[config.mk]
export PLATFORM = sky130hd
export DESIGN_NAME = srrc_fold_mac_sched
export DESIGN_NICKNAME = d
export VERILOG_FILES = /design/src/rtl/srrc_pkg.sv /design/src/rtl/srrc_ctl_dly.sv /design/src/rtl/srrc_fold_mac_sched.sv
export SDC_FILE = /design/constraint.sdc
export NUM_CORES = 1
export LEC_CHECK = 0
export ABC_AREA = 1
export BUFFER_PORTS_ARGS = -buffer_cell sky130_fd_sc_hd__buf_2
export CAP_MARGIN = 40
export CORE_ASPECT_RATIO = 1.4
export CORE_UTILIZATION = 40
export DETAILED_ROUTE_END_ITERATION = 10
export GPL_TIMING_DRIVEN = 0
export PLACE_DENSITY = 0.58
export SKIP_LAST_GASP = 1
export SLEW_MARGIN = 20
export SYNTH_ARGS = -nofsm -noshare
export SYNTH_HDL_FRONTEND = slang
export SYNTH_SLANG_ARGS = --single-unit
[constraint.sdc]
create_clock -name clk -period 3.9 [get_ports clk]
set_input_delay 0.585 -clock clk [delete_from_list [all_inputs] [get_ports clk]]
set_output_delay 0.585 -clock clk [all_outputs]
set_load 0.05 [all_outputs]
[src/rtl/srrc_pkg.sv]
// rtl/srrc_pkg.sv - shared constants and state encoding for the folded SRRC scheduler
package srrc_pkg;

  function automatic int fold_of(input int ntaps);
    return (ntaps + 1) / 2;
  endfunction

  localparam int NTAPS    = 199;
  localparam int PIPE_LAT = 2;
  localparam int NFOLD    = fold_of(NTAPS);
  localparam int IDX_W    = $clog2(NTAPS);
  localparam int CIDX_W   = $clog2(NFOLD);

  typedef enum logic [1:0] {
    S_IDLE  = 2'd0,
    S_RUN   = 2'd1,
    S_DRAIN = 2'd2,
    S_DUMP  = 2'd3
  } state_t;

endpackage

[src/rtl/srrc_ctl_dly.sv]
// rtl/srrc_ctl_dly.sv - LAT-stage delay of {issue_vld, first} aligning accumulator
// controls with the multiplier pipeline
module srrc_ctl_dly #(
  parameter int LAT = 2
) (
  input  logic clk,
  input  logic reset,
  input  logic vld_i,
  input  logic first_i,
  output logic acc_en_o,
  output logic acc_first_o
);

  logic [1:0] pipe_q [LAT];

  always_ff @(posedge clk) begin
    if (reset) begin
      for (int i = 0; i < LAT; i++) pipe_q[i] <= '0;
    end else begin
      pipe_q[0] <= {vld_i, first_i};
      for (int i = 1; i < LAT; i++) pipe_q[i] <= pipe_q[i-1];
    end
  end

  assign acc_en_o    = pipe_q[LAT-1][1];
  assign acc_first_o = pipe_q[LAT-1][0];

endmodule

[src/rtl/srrc_fold_mac_sched.sv]
// rtl/srrc_fold_mac_sched.sv - tap-pair scheduler for a folded SRRC filter: issues
// symmetric index pairs, accumulator controls and the output strobe
module srrc_fold_mac_sched #(
  parameter int NTAPS    = srrc_pkg::NTAPS,
  parameter int PIPE_LAT = srrc_pkg::PIPE_LAT,
  parameter int IDX_W    = srrc_pkg::IDX_W,
  parameter int CIDX_W   = srrc_pkg::CIDX_W
) (
  input  logic              clk,
  input  logic              reset,
  input  logic              sam_clk_en,
  input  logic              clr_ovf,
  output logic              shift_en,
  output logic [CIDX_W-1:0] coef_idx,
  output logic [IDX_W-1:0]  x_lo_idx,
  output logic [IDX_W-1:0]  x_hi_idx,
  output logic              centre,
  output logic              issue_vld,
  output logic              acc_first,
  output logic              acc_en,
  output logic              out_stb,
  output logic              busy,
  output logic              ovf
);
  import srrc_pkg::*;

  localparam int NF = fold_of(NTAPS);
  localparam int DW = (PIPE_LAT > 1) ? $clog2(PIPE_LAT) : 1;

  state_t            state_q, state_d;
  logic [CIDX_W-1:0] k_q, k_d;
  logic [DW-1:0]     drn_q, drn_d;
  logic              ovf_q, ovf_d;
  logic              issue_q, issue_d;
  logic              centre_q, centre_d;
  logic [IDX_W-1:0]  xlo_q, xlo_d, xhi_q, xhi_d;
  logic              accept, last_tap, drn_done;

  always_comb begin
    accept   = sam_clk_en && !reset && (state_q == S_IDLE || state_q == S_DUMP);
    last_tap = (k_q == CIDX_W'(NF - 1));
    drn_done = (drn_q == DW'(PIPE_LAT - 1));
    state_d  = state_q;
    k_d      = k_q;
    drn_d    = drn_q;

    case (state_q)
      S_IDLE: begin
        if (accept) begin
          state_d = S_RUN;
          k_d     = '0;
        end
      end
      S_RUN: begin
        // k parks on the centre tap so the indices hold their last issued value
        if (last_tap) begin
          state_d = S_DRAIN;
          drn_d   = '0;
        end else begin
          k_d = k_q + CIDX_W'(1);
        end
      end
      S_DRAIN: begin
        if (drn_done) state_d = S_DUMP;
        else          drn_d   = drn_q + DW'(1);
      end
      S_DUMP: begin
        if (accept) begin
          state_d = S_RUN;
          k_d     = '0;
        end else begin
          state_d = S_IDLE;
        end
      end
      default: state_d = S_IDLE;
    endcase

    issue_d  = (state_d == S_RUN);
    centre_d = issue_d && (k_d == CIDX_W'(NF - 1));
    xlo_d    = xlo_q;
    xhi_d    = xhi_q;
    if (issue_d) begin
      xlo_d = IDX_W'(k_d);
      xhi_d = IDX_W'(NTAPS - 1) - IDX_W'(k_d);
    end

    // a strobe landing mid-computation is dropped; set beats a simultaneous clear
    if (sam_clk_en && (state_q == S_RUN || state_q == S_DRAIN)) ovf_d = 1'b1;
    else if (clr_ovf)                                           ovf_d = 1'b0;
    else                                                        ovf_d = ovf_q;
  end

  always_ff @(posedge clk) begin
    if (reset) begin
      state_q  <= S_IDLE;
      k_q      <= '0;
      drn_q    <= '0;
      ovf_q    <= 1'b0;
      issue_q  <= 1'b0;
      centre_q <= 1'b0;
      xlo_q    <= '0;
      xhi_q    <= '0;
    end else begin
      state_q  <= state_d;
      k_q      <= k_d;
      drn_q    <= drn_d;
      ovf_q    <= ovf_d;
      issue_q  <= issue_d;
      centre_q <= centre_d;
      xlo_q    <= xlo_d;
      xhi_q    <= xhi_d;
    end
  end

  srrc_ctl_dly #(.LAT(PIPE_LAT)) u_ctl_dly (
    .clk         (clk),
    .reset       (reset),
    .vld_i       (issue_q),
    .first_i     (issue_q && (k_q == '0)),
    .acc_en_o    (acc_en),
    .acc_first_o (acc_first)
  );

  assign shift_en  = accept;
  assign coef_idx  = k_q;
  assign x_lo_idx  = xlo_q;
  assign x_hi_idx  = xhi_q;
  assign centre    = centre_q;
  assign issue_vld = issue_q;
  assign out_stb   = (state_q == S_DUMP);
  assign busy      = (state_q == S_RUN) || (state_q == S_DRAIN);
  assign ovf       = ovf_q;

endmodule

==> metrics.csv, run 1 <==
metric,value,unit
switching_share,41.5,%
register_area,621,sq um
yosysUniqueCellTypes,32,
clk_latency,280,ps
grt_max_degree,11,
min_path_type,reg2reg,
cp.arrival,2640,ps
criticalPathCategory,reg2reg,
core,4050,sq um
status,"complete, but fails checks",
crit_path_max_incr_delay,430,ps
tns,0,ps
syn_area,1730,sq um
start_kind,register,
drt-total-wl,3860,microns
worst_slew_margin_rel,65.5,%
yosys_warnings,0,
grt_pass1_vias,1417,
synth_nets,248,
cts_tree,yes,
crit_fanout,5,
final_common_cell,nand2_1,
ys_seq_area_share,35.8,%
drc_errors,2,
power.total,991,uW
clockRootBuffer,clkbuf_8,
share_comb_of_total_power,37.6,%
overflow,0,
cap_violations,0,
antenna_found_initial,0,
synth_top_area_share,35.8,%
ctsResizeCount,0,
numPortBuffers,32,
die_width,57.6,microns
violations,design-rule violations,
grt_pass1_wl,6470,microns
post-route-period-util,63.0,%
routabilityCongestion,0.861,
hold_viol,0,
die_h,79.9,microns
p_per_area,489,nW/um^2
ant_nets,0,
via_per_inst,4.66,
internal-power,579,uW
path_common_cell,nand2_1,
drv_slew,0,
grt_usage,18.7,%
start_util,42.7,%
drtPass1Iterations,7,
cts_hold_buf,0,
pin_count,35,
grt_setup_unrepaired,false,
dieArea,4600,sq um
clk_pin_slew,60,ps
cpMaxStageDelayCell,ha_1,
setup_viol,0,
drive_gt1_share,28.5,%
netlist_top_cells_area,"dfxtp_1, nand2_1, nor2_1, inv_1, ha_1",
num_vias,1491,
power_switching,412,uW
final_cell_mix,"nand2_1, nor2_1, buf_2, dfxtp_1, inv_1",
final_nets,287,
power_leakage,0.00105,uW
ys_seq_elements,31,
multi_input_area,903,sq um
p_seq_share,37.8,%
fmaxAchievable,407,MHz
worst_setup_path_end_kind,register,
cts_made_buffers,5,
max_slew.worst_pin.slew,518,ps
place_hpwl,2910,microns
ir_drop,0.312,mV
synth_area_per_cell,7.31,sq um
cts_sinks,31,
area_delta_synth_final,17.1,%
synth_top_cell_by_area,dfxtp_1,
wl_per_cell,12.0,microns
diodes,0,
htree_num_levels,2,
cts_setup_buffers,0,
fin_skew,2.67,ps
period_needed,2460,ps
cp.required,4090,ps
path_cells,inv_1 > ha_1 > inv_1 > nand2_1 > nand2_2 > inv_2 > nand2_1 > nand2_1 > nand2_2 > ha_1 > nand2_1 > nand3_2 > nand2_1 > nand3_1 > nand2_1 > inv_1,
clockPowerShare,24.6,%
num_rows,27,
drt_iter0_markers,47,
fillCellCount,437,
ctsLongestPathBuffers,2,
syn_inst,237,
-- routing by layer --
layer	track usage [%]	part of all wire [%]
met1	21.3	43
met2	33.0	52
met3	3.57	3.1
met4	8.78	2.0
met5	0	0
-- power groups by stage --
| stage | clock network [uW] | registers, uW | logic [uW] |
|---|---|---|---|
| 2_1_floorplan | 0 | 494 | 188 |
| 3_3_place_gp | 0 | 381 | 375 |
| 3_5_place_dp | 0 | 382 | 374 |
| 4_1_cts | 252 | 375 | 377 |
| 5_1_grt | 263 | 380 | 404 |
| 6_report | 244 | 374 | 373 |
-- metrics by stage --
stage / util (%) / setup WS (ps) / std cells / cell area [sq um] / hold WS, ps
global route: 50.0 / 1270 / 320 / 2030 / 438
floorplan: - / 1420 / 237 / 1730 / 388
CTS: 50.0 / 1420 / 320 / 2030 / 407
finish: 50.0 / 1440 / 320 / 2030 / 403
global placement: 48.0 / 1450 / 312 / 1950 / 393
detailed placement: 48.0 / 1460 / 312 / 1950 / 396
-- cell usage after synthesis, drive strengths merged --
library cell / instances
nand2: 58
nor2: 46
inv: 35
dfxtp: 31
nand3: 20
o21ai: 16
a21oi: 9
ha: 7
buf: 6
nand4: 2
a31oi: 1
clkbuf: 1
conb: 1
o211ai: 1
o21bai: 1
o32ai: 1
or2: 1
-- logic make-up (layout without fill, tap and decap cells) --
family | Yosys count | after routing | share of synthesized area [%]
compound gates | 29 | 29 | 11.5
simple gates | 127 | 127 | 35.4
fa+ha+maj | 7 | 7 | 5.06
buf+inv | 42 | 82 | 12.0
other cells | 1 | 1 | 0.217
flops | 31 | 31 | 35.8
-- cell type report --
class / instances / area share, %
Sequential cell: 31 / 30.6
Multi-Input combinational cell: 164 / 44.6
Clock inverter: 1 / 0.247
Timing Repair Buffer: 32 / 7.90
Inverter: 35 / 7.10
Clock buffer: 7 / 3.77
Tap cell: 43 / 2.65
Buffer: 7 / 3.15
-- worst paths after layout --
path                                 end              startpoint  slack, ps  cells past startpoint
hold / removal    u_ctl_dly.pipe_q[0][2]  u_ctl_dly.pipe_q[0][0]        400                      2
hold reg to reg   u_ctl_dly.pipe_q[0][2]  u_ctl_dly.pipe_q[0][0]        400                      2
setup / recovery             x_hi_idx[6]              state_q[0]       1440                     16
setup reg to reg             x_hi_idx[6]              state_q[0]       1440                     16
-- worst max-delay path: cells and delay by family (launching register included) --
kind                       cells  cell delay (ps)
buffers and inverters          4              380
DFF                            1              410
adders and majority gates      2              660
and+or+nand+nor               10              890
-- sequential cells by signal (all words and copies together), names as in the netlist --
register / count
x_hi_idx: 8
coef_idx: 7
x_lo_idx: 6
u_ctl_dly.pipe_q: 4
state_q: 2
centre: 1
drn_done: 1
issue_vld: 1
ovf: 1
No activity file was read; power rests on OpenSTA's default activity.
==> run 2: changes to the inputs <==
clock period = 2.54 ns   (was 3.9 ns; I/O delays follow)
==> run 2 against run 1 <==
  * The flow still finishes with violations (design-rule violations)
  * Final area increased by 0.25%
  * Register-to-register slack got worse by 1300 ps
  * Non-clock buffer count unchanged
  * Sequential share of layout area decreased by 0.075 points
  * Hold slack got worse by 110 ps
  * Critical endpoint unchanged
  * Via count increased by 0.20%
  * Global-route usage unchanged
  * Final cell count unchanged
  * Clock skew about the same
  * Critical path type unchanged
  * Utilization increased by 0.12 points
  * Routed wire length about the same
  * Die area unchanged
==> metrics.csv, run 2 (synthesis gave the netlist of run 1 again) <==
metric,value,unit
status,"complete, but fails checks",
violations,design-rule violations,
pin_count,35,
cap_violations,0,
die_h,79.9,microns
via_per_inst,4.67,
core,4050,sq um
tns,0,ps
cpMaxStageDelayCell,dfxtp_1,
grt_usage,18.7,%
hold_depth,2,
num_rows,27,
drtPass1Iterations,7,
routabilityCongestion,0.861,
criticalPathCategory,reg2reg,
fmaxAchievable,424,MHz
place_hpwl,2910,microns
clk_latency,280,ps
cts_hold_buf,0,
drv_slew,0,
path_common_cell,nand2_1,
worst_slack,183,ps
cts_made_buffers,5,
cp.arrival,2540,ps
drt_iter0_markers,46,
wl_per_cell,12.1,microns
final_cell_mix,"nand2_1, nor2_1, buf_2, dfxtp_1, inv_1",
grt_max_degree,11,
area_delta_synth_final,17.3,%
preCtsSetupSlack,98.2,ps
hold_viol,0,
fin_area,2030,sq um
dieArea,4600,sq um
path_cells,inv_1 > ha_2 > inv_1 > nand2_1 > nand2_2 > inv_2 > nand2_1 > nand2_1 > nand2_2 > ha_1 > nand2_2 > nand3_2 > nand2_1 > nand3_1 > nand2_1 > inv_1,
r2r-start,state_q[0],
largest_register_ff_count,8,
numPortBuffers,32,
grt_pass1_wl,6470,microns
power_leakage,0.00105,uW
max_slew.worst_pin.slew,520,ps
layout.cells.non_filler,320,
p_seq_share,37.8,%
ff2ff_path_depth,16,
final_common_cell,nand2_1,
cts_sinks,31,
clockPowerShare,24.6,%
fin_skew,2.53,ps
final_nets,287,
hold_path_startpoint,clr_ovf,
overflow,0,
dp.cells,312,
min_path_type,in2reg,
dpl_cell_area,1950,sq um
period_needed,2360,ps
clockRootBuffer,clkbuf_8,
crit_family,simple AND/OR/NAND/NOR gates,
ff2ff_setup_slack,180,ps
setup_viol,0,
num_vias,1494,
cp.required,2730,ps
cts_tree,yes,
start_util,42.7,%
clk_pin_slew,60,ps
ctsLongestPathBuffers,2,
switching_share,41.4,%
drt-total-wl,3860,microns
worst_slew_margin_rel,65.3,%
die_width,57.6,microns
hold_path_end,ovf,
cp_num_buf_inv,4,
post-route-period-util,92.8,%
crit_path_max_incr_delay,410,ps
r2r_end,x_hi_idx[6],
worst_setup_path_end_kind,register,
drc_errors,2,
crit_fanout,5,
htree_num_levels,2,
power_switching,631,uW
p_per_area,749,nW/um^2
ant_nets,0,
grt_pass1_vias,1417,
grt_setup_unrepaired,false,
drive_gt1_share,29.2,%
antenna_found_initial,0,
share_comb_of_total_power,37.7,%
internal-power,891,uW
cts_setup_buffers,0,
ir_drop,0.477,mV
diodes,0,
start_kind,register,
-- run 2: worst max-delay path by stage --
stage	startpoint	endpoint	depth (start not counted)
after floorplan	state_q[0]	x_hi_idx[6]	16
after global placement	state_q[0]	x_hi_idx[6]	16
after detailed placement	state_q[0]	x_hi_idx[6]	16
after CTS	state_q[0]	x_hi_idx[6]	16
after global routing	state_q[0]	x_hi_idx[2]	12
final	state_q[0]	x_hi_idx[6]	16
-- run 2: metal layers --
| metal | track usage (%) | share of wire, % | up-vias |
|---|---|---|---|
| li1 | - | - | 817 |
| met1 | 21.3 | 43 | 648 |
| met2 | 33.0 | 52 | 23 |
| met3 | 3.57 | 2.7 | 6 |
| met4 | 8.78 | 2.0 | 0 |
| met5 | 0 | 0 | - |
-- run 2: layout make-up --
type	count	area, sq um
multi-input cells	164	908
clock buffers	7	76.3
flip-flops and latches	31	621
clock inverters	1	5.00
plain buffers	7	63.8
repair buffers	32	160
inverters	35	144
fillers	438	2020
well taps	43	53.8
-- run 2: metrics by stage --
step           utilization (%)  total power (uW)  hold slack (ps)
3_3_place_gp              48.0              1160              393
3_5_place_dp              48.0              1160              396
2_1_floorplan                -              1050              388
6_report                  50.1              1520              295
5_1_grt                   50.1              1610              303
4_1_cts                   50.0              1540              292
-- run 2: what timing repair did --
action | CTS | global route
resized for setup | 0 | 2
hold endpoints to repair | 0 | 0
endpoints found under the setup margin | 0 | 3
-- run 2: power by group through the flow --
stage	Sequential, uW	Combinational, uW	Clock, uW
2_1_floorplan	759	288	0
3_3_place_gp	585	576	0
3_5_place_dp	586	574	0
4_1_cts	576	579	386
5_1_grt	583	622	404
6_report	575	573	374
==> run 3: changes to the inputs <==
CTS_BUF_LIST = sky130_fd_sc_hd__clkbuf_4   (was not set)
GPL_TIMING_DRIVEN = not set   (was 0)
clock period = 2.4 ns   (was 2.54 ns; I/O delays follow)
==> run 3 against run 2 <==
  * The flow now finishes without violations
  * Routed wire length down 1.6%
  * Hold slack worse by 71 ps
  * Clock power down 22%
  * Clock-buffer cell count down 1
  * Utilization down 1.7 points
  * Final area down 3.4%
  * Sequential share of layout area up 1.1 points
  * Setup slack worse by 3.1 ps
  * Critical path depth down 1
  * Die area unchanged
  * Largest power group unchanged
  * Highest routed layer unchanged
==> metrics.csv, run 3 (synthesis gave the netlist of run 1 again) <==
metric,value,unit
status,"finished, final reports clean",
multi_input_area,918,sq um
drv_slew,0,
antenna_found_initial,0,
grt_max_degree,19,
ir_drop,0.436,mV
p_per_area,754,nW/um^2
worst_slack,180,ps
largest_register_ff_count,8,
numPortBuffers,33,
hold_viol,0,
crit_fanout,6,
die_h,79.9,microns
preCtsSetupSlack,88.0,ps
fmaxAchievable,450,MHz
pin_count,35,
cts_made_buffers,5,
drive_gt1_share,28.7,%
die_width,57.6,microns
drtPass1Iterations,4,
power_leakage,0.00101,uW
area_delta_synth_final,13.4,%
cts_setup_buffers,0,
cts_sinks,31,
min_path_type,in2reg,
cap_violations,0,
cp.required,2630,ps
final_nets,282,
wl_per_cell,12.0,microns
clk_latency,330,ps
ctsLongestPathBuffers,2,
grt_busiest_layer,met2,
start_util,42.7,%
diodes,0,
grt_setup_unrepaired,false,
tns,0,ps
post-route-period-util,92.5,%
drc_errors,0,
place_hpwl,2910,microns
final_common_cell,nand2_1,
overflow,0,
cp.arrival,2450,ps
grt_pass1_wl,6560,microns
num_vias,1517,
grt_usage,18.6,%
fillCellCount,440,
ff2ff_setup_slack,180,ps
period_needed,2220,ps
grt_pass1_vias,1462,
htree_num_levels,2,
met3_usage,4.38,%
num_rows,27,
via_per_inst,4.82,
fin_skew,9.80,ps
drt-total-wl,3790,microns
grtUsageMet2,32.8,%
dieArea,4600,sq um
core,4050,sq um
start_kind,register,
clk_pin_slew,100,ps
clockRootBuffer,clkbuf_4,
worst_setup_path_end_kind,register,
setup_viol,0,
ant_nets,0,
cts_tree,yes,
register_area,622,sq um
final_cell_mix,"nand2_1, nor2_1, buf_2, inv_1, dfxtp_1",
drt_iter0_markers,67,
criticalPathCategory,reg2reg,
routabilityCongestion,0.864,
grt.met1_usage,21.0,%
[run 3: area by class of cell]
| type | instances | area share, % |
|---|---|---|
| clock inverters | 2 | 0.382 |
| repair buffers | 34 | 8.80 |
| flip-flops and latches | 31 | 31.7 |
| clock buffers | 6 | 2.29 |
| well taps | 43 | 2.74 |
| inverters | 35 | 7.33 |
| multi-input cells | 164 | 46.8 |
[run 3: final timing paths]
check / start / to / cells past startpoint
worst max register to register: state_q[0] / x_hi_idx[6] / 15
worst min-delay path: clr_ovf / ovf / 2
worst max-delay path: state_q[0] / x_hi_idx[6] / 15
worst min register to register: u_ctl_dly.pipe_q[0][0] / u_ctl_dly.pipe_q[0][2] / 2
[run 3: routing by layer]
layer / vias to the layer above / routed length [microns]
met5: - / 0
met4: 0 / 60
met3: 6 / 119
met2: 23 / 1980
met1: 676 / 1640
li1: 812 / -
[run 3: critical path, stage by stage (launching register included)]
cell and delay [ps]:
dfxtp_2 380, inv_1 130, ha_1 270, inv_1 210, nand2_2 110, inv_2 100, nand2_1 80, nand2_1 70
nand2_2 70, ha_1 240, nand2_2 140, nand3_2 90, nand2_1 70, nand3_1 80, nand2_1 60, inv_1 30
[run 3: power breakdown]
| part | internal [uW] | switching (uW) |
|---|---|---|
| registers | 575 | 32.6 |
| logic | 143 | 436 |
| clock network | 120 | 174 |
[run 3: what timing repair did]
action                     in CTS  in global routing
setup endpoints to repair       0                  3
gates resized for setup         0                  3
hold buffers                    0                  0
[run 3: metrics by stage]
| step | power [uW] | std cells | hold slack (ps) | utilization [%] | cell area, sq um |
|---|---|---|---|---|---|
| after floorplan | 1110 | 237 | 388 | - | 1730 |
| after global placement | 1190 | 307 | 389 | 46.8 | 1900 |
| after detailed placement | 1190 | 307 | 394 | 46.8 | 1900 |
| after CTS | 1490 | 315 | 219 | 48.1 | 1950 |
| after global routing | 1570 | 315 | 215 | 48.4 | 1960 |
| final | 1480 | 315 | 223 | 48.4 | 1960 |
